### src/rtl/grant_decoder_if.sv
// Bundle of request, grant and acknowledge signals for grant_decoder.
//
// Handshake: an index transfers on a rising clk edge only when in_valid and
// in_ready are both 1; in_ready is a pure function of the decoder state, and
// an in_valid seen while in_ready=0 is dropped (the master need not hold it).
interface grant_decoder_if;
  logic [1:0] in_idx;
  logic       in_valid;
  logic       in_ready;
  logic [3:0] grant;
  logic [3:0] ack;
  logic       done;
  logic       timeout;
  logic       err_sticky;
  logic       busy;
  logic [1:0] state_dbg;

  // Decoder side
  modport slave (
    input  in_idx, in_valid, ack,
    output in_ready, grant, done, timeout, err_sticky, busy, state_dbg
  );

  // Requester / bench side
  modport master (
    output in_idx, in_valid, ack,
    input  in_ready, grant, done, timeout, err_sticky, busy, state_dbg
  );
endinterface

### src/rtl/grant_decoder.sv
// Grant decoder: accepts an encoded requester index, drives a registered
// one-hot grant to that requester and holds it until the requester
// acknowledges or a cycle timeout revokes it, then waits for the ack line to
// drop before accepting the next index.
module grant_decoder #(
  parameter int unsigned TIMEOUT = 8  // grant cycles without ack, 1..255
) (
  input  logic            clk,
  input  logic            rst,
  grant_decoder_if.slave  bus
);

  typedef enum logic [1:0] {
    IDLE    = 2'd0,
    GRANT   = 2'd1,
    RELEASE = 2'd2
  } state_t;

  // Timer value seen on the last permitted grant cycle.
  localparam logic [7:0] TIMER_LAST = 8'(TIMEOUT - 1);

  state_t     state_q, state_d;
  logic [1:0] idx_q, idx_d;
  logic [7:0] timer_q, timer_d;
  logic [3:0] grant_q, grant_d;
  logic       done_q, done_d;
  logic       timeout_q, timeout_d;
  logic       err_q, err_d;
  logic       ack_sel;

  // Only the acknowledge line of the granted requester matters.
  assign ack_sel = bus.ack[idx_q];

  // Next-state and next-output logic; pulses default low every cycle.
  always_comb begin
    state_d   = state_q;
    idx_d     = idx_q;
    timer_d   = timer_q;
    grant_d   = grant_q;
    done_d    = 1'b0;
    timeout_d = 1'b0;
    err_d     = err_q;
    case (state_q)
      IDLE: begin
        // in_ready is 1 here, so in_valid alone completes the transfer.
        if (bus.in_valid) begin
          state_d = GRANT;
          idx_d   = bus.in_idx;
          timer_d = 8'd0;
          grant_d = 4'b0001 << bus.in_idx;
        end
      end
      GRANT: begin
        // Acknowledge is checked first so it wins a tie with the timeout.
        if (ack_sel) begin
          state_d = RELEASE;
          grant_d = 4'b0000;
          done_d  = 1'b1;
        end else if (timer_q == TIMER_LAST) begin
          state_d   = RELEASE;
          grant_d   = 4'b0000;
          timeout_d = 1'b1;
          err_d     = 1'b1;
        end else begin
          timer_d = timer_q + 8'd1;
        end
      end
      RELEASE: begin
        // Hold off new requests until the requester drops its ack.
        if (!ack_sel) begin
          state_d = IDLE;
        end
      end
      default: begin
        state_d = IDLE;
        grant_d = 4'b0000;
      end
    endcase
  end

  // State register; reset overrides any accept, ack or timeout on the edge.
  always_ff @(posedge clk) begin
    if (rst) begin
      state_q   <= IDLE;
      idx_q     <= 2'd0;
      timer_q   <= 8'd0;
      grant_q   <= 4'b0000;
      done_q    <= 1'b0;
      timeout_q <= 1'b0;
      err_q     <= 1'b0;
    end else begin
      state_q   <= state_d;
      idx_q     <= idx_d;
      timer_q   <= timer_d;
      grant_q   <= grant_d;
      done_q    <= done_d;
      timeout_q <= timeout_d;
      err_q     <= err_d;
    end
  end

  assign bus.in_ready   = (state_q == IDLE);
  assign bus.busy       = (state_q != IDLE);
  assign bus.grant      = grant_q;
  assign bus.done       = done_q;
  assign bus.timeout    = timeout_q;
  assign bus.err_sticky = err_q;
  assign bus.state_dbg  = state_q;

endmodule

### src/flat_wrapper.sv
// flat-port wrapper written by rule: the top's interface ports become plain ports
module grant_decoder_flat 
#(
  parameter int unsigned TIMEOUT = 8                                     
)
  (clk, rst, bus_in_idx, bus_in_valid, bus_ack, bus_in_ready, bus_grant, bus_done, bus_timeout, bus_err_sticky, bus_busy, bus_state_dbg);
  grant_decoder_if bus_i ();
  input  logic clk;
  input  logic rst;
  input wire logic [$bits(bus_i.in_idx)-1:0] bus_in_idx;
  input wire logic [$bits(bus_i.in_valid)-1:0] bus_in_valid;
  input wire logic [$bits(bus_i.ack)-1:0] bus_ack;
  output wire logic [$bits(bus_i.in_ready)-1:0] bus_in_ready;
  output wire logic [$bits(bus_i.grant)-1:0] bus_grant;
  output wire logic [$bits(bus_i.done)-1:0] bus_done;
  output wire logic [$bits(bus_i.timeout)-1:0] bus_timeout;
  output wire logic [$bits(bus_i.err_sticky)-1:0] bus_err_sticky;
  output wire logic [$bits(bus_i.busy)-1:0] bus_busy;
  output wire logic [$bits(bus_i.state_dbg)-1:0] bus_state_dbg;
  assign bus_i.in_idx = bus_in_idx;
  assign bus_i.in_valid = bus_in_valid;
  assign bus_i.ack = bus_ack;
  assign bus_in_ready = bus_i.in_ready;
  assign bus_grant = bus_i.grant;
  assign bus_done = bus_i.done;
  assign bus_timeout = bus_i.timeout;
  assign bus_err_sticky = bus_i.err_sticky;
  assign bus_busy = bus_i.busy;
  assign bus_state_dbg = bus_i.state_dbg;
  grant_decoder #(.TIMEOUT(TIMEOUT)) u_core (.clk(clk), .rst(rst), .bus(bus_i));
endmodule
### config.mk
export PLATFORM = sky130hd
export DESIGN_NAME = grant_decoder_flat
export DESIGN_NICKNAME = d
export VERILOG_FILES = /design/src/rtl/grant_decoder_if.sv /design/src/rtl/grant_decoder.sv /design/src/flat_wrapper.sv
export SDC_FILE = /design/constraint.sdc
export NUM_CORES = 1
export LEC_CHECK = 0
export ABC_AREA = 1
export BUFFER_PORTS_ARGS = -buffer_cell sky130_fd_sc_hd__buf_2
export CORE_MARGIN = 10
export CORE_UTILIZATION = 45
export CTS_CLUSTER_DIAMETER = 80
export DETAILED_ROUTE_END_ITERATION = 7
export GPL_TIMING_DRIVEN = 0
export PLACE_DENSITY_LB_ADDON = 0.08
export SETUP_SLACK_MARGIN = 0.15
export SYNTH_ARGS = -nofsm -noshare
export SYNTH_HDL_FRONTEND = slang
export SYNTH_SLANG_ARGS = --single-unit
### constraint.sdc
create_clock -name clk -period 1.9 [get_ports clk]
set_input_delay 0.095 -clock clk [delete_from_list [all_inputs] [get_ports clk]]
set_output_delay 0.095 -clock clk [all_outputs]
set_load 0.01 [all_outputs]
==> flow_metrics.env <==
export IMPL_finish_net_count=191
export IMPL_number_of_global_route_vias_before_repair=909
export IMPL_place_hpwl_um=1920
export IMPL_grt_overflow_total=0
export IMPL_drive_gt1_frac=0.272
export IMPL_clk_path_buf_depth=2
export IMPL_drt_first_iter_violations=31
export IMPL_share_of_the_yosys_chip_area_belonging_to_registers=0.346
export IMPL_critical_path_cell_chain="ha_1 -> nand2_1 -> nor2_1 -> nand2_1 -> nand3_4 -> nand3_4 -> nand2_1 -> nand2_1 -> inv_1"
export IMPL_irDropWorstVdd_uv=590
export IMPL_finalWorstPathRequiredPeriod_ns=1.43
export IMPL_dieHeight_um=69.4
export IMPL_syn_mean_instance_area_um2=7.00
export IMPL_worstSetupEndpointType="flop"
export IMPL_reg2reg_setup_slack_ns=0.47
export IMPL_share_of_the_cycle_needed_by_the_critical_path_after_routing=0.752
export IMPL_synth_seq_cells=19
export IMPL_post_layout_nonfiller_instances=208
export IMPL_path_length_in_cells_of_the_critical_path=9
export IMPL_syn_area_um2=1100
export IMPL_placement_rows=17
export IMPL_clock_tree_root_cell="sky130_fd_sc_hd__clkbuf_4"
export IMPL_clk_pin_slew_ns=0.10
export IMPL_portBuffers=19
export IMPL_finalClockSkew_ns=0.00105
export IMPL_final_core_util=0.551
export IMPL_worst_slack_ns=0.471
export IMPL_fp_coreArea_um2=2280
export IMPL_insertion_delay_ns=0.30
export IMPL_critPathRequiredTime_ns=2.15
export IMPL_cp_slowest_stage_delay_ns=0.39
export IMPL_cts_repair_resizes=0
export IMPL_relSlewSlack=0.800
export IMPL_cts_hold_buf=0
export IMPL_initial_core_util=0.483
export IMPL_number_of_clock_sinks_seen_by_cts=19
export IMPL_post_synth_num_cell_types=23
export IMPL_final_antenna_net_count=0
export IMPL_finalPower_w=0.000948
export IMPL_antenna_found_initial=0
export IMPL_power_density_relative_to_cell_area_nw_per_um2=755
export IMPL_fp_dieArea_um2=4820
export IMPL_r2r_end="u_core.timer_q[4]$_SDFFE_PP0P_"
export IMPL_synth_to_layout_area_growth_pct=14.2
export IMPL_die_w_um=69.4
export IMPL_clock_tree_from_tritoncts="done"
export IMPL_setup_viol=0
export IMPL_yosysWarningCount=0
export IMPL_final_hold_viol_count=0
export IMPL_insertedDiodeCount=0
export IMPL_routed_wirelength_um=2400
export IMPL_fmax_mhz=700
export IMPL_crit_buf_inv=1
export IMPL_wire_length_of_the_first_global_routing_pass_um=4160
export IMPL_cts_setup_buffers=0
export IMPL_synthCells=157
export IMPL_avgRoutedWirePerCell_um=11.5
export IMPL_status="completed"
export IMPL_total_leakage_power_nw=0.641
export IMPL_nFillCells=229
export IMPL_total_nets_after_synthesis=167
export IMPL_ioPinCount=20
export IMPL_r2r_cells=9
export IMPL_grt_start_max_net_pins=11
export IMPL_post_place_ws_ns=0.501
export IMPL_post_route_drc_count=0
export IMPL_cp_slowest_cell="sky130_fd_sc_hd__dfxtp_1"
export IMPL_slew_viol_final=0
export IMPL_cell_family_with_the_largest_share_of_critical_path_delay="simple AND/OR/NAND/NOR gates"
export IMPL_crit_path_kind="flop to flop"
export IMPL_cap_violations=0
export IMPL_grt_setup_unrepaired="false"
export IMPL_setup_tns_final_ns=0
export IMPL_hp_class="input pin to flop"
export IMPL_timing_critical_path_to="u_core.timer_q[4]$_SDFFE_PP0P_"
export IMPL_grt_usage=0.101
export IMPL_setup_worst_path_start_class="flop"
export IMPL_place_congestion=0.878
export IMPL_worstMarginPinSlew_ns=0.301
export IMPL_drtPass1Iterations=4
export IMPL_path_max_fanout=8
export IMPL_via_count=989
export IMPL_placed_cells=204
export IMPL_critical_path_arrival_ns=1.68
export IMPL_crit_path_frequent_cell="sky130_fd_sc_hd__nand2_1"
export IMPL_ctsHtreeMaxLevel=1
export IMPL_drt_vias_per_instance=4.75
export IMPL_critPathLaunch="u_core.timer_q[0]$_SDFFE_PP0P_"
export IMPL_numCtsBuffers=3
export IMPL_critical_path_reg2reg_startpoint="u_core.timer_q[0]$_SDFFE_PP0P_"
==> stage by stage <==
stage | cell area [µm²] | hold WS, ns
5_1_grt | 1250 | 0.0155
3_3_place_gp | 1230 | 0.330
2_1_floorplan | 1100 | 0.164
4_1_cts | 1250 | 0.00172
6_report | 1250 | 0.0154
3_5_place_dp | 1230 | 0.330
==> layout by cell type (no fill, tap or decap), types with 2 or more instances in the layout <==
cell,n
sky130_fd_sc_hd__nand2_1,41
sky130_fd_sc_hd__nor2_1,21
sky130_fd_sc_hd__buf_2,19
sky130_fd_sc_hd__dfxtp_1,19
sky130_fd_sc_hd__inv_1,16
sky130_fd_sc_hd__nand3_1,10
sky130_fd_sc_hd__inv_2,7
sky130_fd_sc_hd__nand4_1,6
sky130_fd_sc_hd__a21oi_1,5
sky130_fd_sc_hd__nand2_4,4
sky130_fd_sc_hd__nand3_4,4
sky130_fd_sc_hd__nor3_1,4
sky130_fd_sc_hd__o21ai_0,4
sky130_fd_sc_hd__nand2_2,3
sky130_fd_sc_hd__clkbuf_4,3
sky130_fd_sc_hd__nand3_2,2
sky130_fd_sc_hd__nor2_2,2
sky130_fd_sc_hd__o21ai_2,2
==> synthesized netlist by cell type (all sizes together) <==
| master | n | share of area |
|---|---|---|
| nor3b | 1 | 0.0068 |
| nand3 | 16 | 0.13 |
| o21ai | 7 | 0.039 |
| a21oi | 5 | 0.023 |
| a31oi | 1 | 0.0057 |
| nand4 | 6 | 0.034 |
| ha | 1 | 0.011 |
| nand2 | 48 | 0.20 |
| clkbuf | 1 | 0.013 |
| nor2 | 24 | 0.093 |
| dfxtp | 19 | 0.35 |
| inv | 24 | 0.084 |
| nor3 | 4 | 0.018 |
==> per-layer routing <==
layer	routed length [µm]	part of all wire	global-route usage
met5	0	0	0
met2	1080	0.45	0.156
met3	117	0.049	0.0385
met4	23	0.0096	0.0266
met1	1180	0.49	0.126
==> final cells by class <==
cell class / instances / area [µm²] / area share
Buffer: 1 / 13.8 / 0.0110
Tap cell: 28 / 35.0 / 0.0279
Inverter: 24 / 92.6 / 0.0738
Multi-Input combinational cell: 113 / 612 / 0.488
Sequential cell: 19 / 380 / 0.303
Clock buffer: 4 / 26.3 / 0.0209
Timing Repair Buffer: 19 / 95.1 / 0.0758
==> how the worst min path moves through the flow <==
stage,startpoint,end,slack (ns),cells past startpoint
finish,rst,u_core.timer_q[2]$_SDFFE_PP0P_,0.02,2
global route,rst,u_core.timer_q[2]$_SDFFE_PP0P_,0.02,2
CTS,rst,u_core.timer_q[2]$_SDFFE_PP0P_,0.002,2
detailed placement,rst,u_core.timer_q[2]$_SDFFE_PP0P_,0.33,2
global placement,rst,u_core.timer_q[2]$_SDFFE_PP0P_,0.33,2
floorplan,rst,u_core.timer_q[2]$_SDFFE_PP0P_,0.16,1
==> flip-flops by register name, summed over array words and instances, names as in the netlist <==
register and flops:
u_core.bus.grant 4, u_core.bus.done 1, u_core.idx_q 2, u_core.bus.state_dbg 2, u_core.bus.timeout 1, u_core.bus.err_sticky 1
u_core.timer_q 8
==> kinds of logic (layout without fill, tap and decap cells) <==
logic type,Yosys count,count (layout),synth area share
AO/OA/AOI/OAI,13,13,0.0672
adder cells (fa/ha/maj),1,1,0.0114
buffers and inverters,25,48,0.0968
flip-flops,19,19,0.346
AND/OR/NAND/NOR,99,99,0.478
==> power breakdown <==
| part | leakage [nW] | switching, W | total, W | internal (W) |
|---|---|---|---|---|
| sequential | 0.155 | 0.0000262 | 0.000455 | 0.000428 |
| combinational | 0.471 | 0.000188 | 0.000291 | 0.000103 |
| clock | 0.0150 | 0.000120 | 0.000202 | 0.0000818 |
| total | 0.641 | 0.000334 | 0.000948 | 0.000614 |
Note: power is estimated with default switching activity, not from simulation.
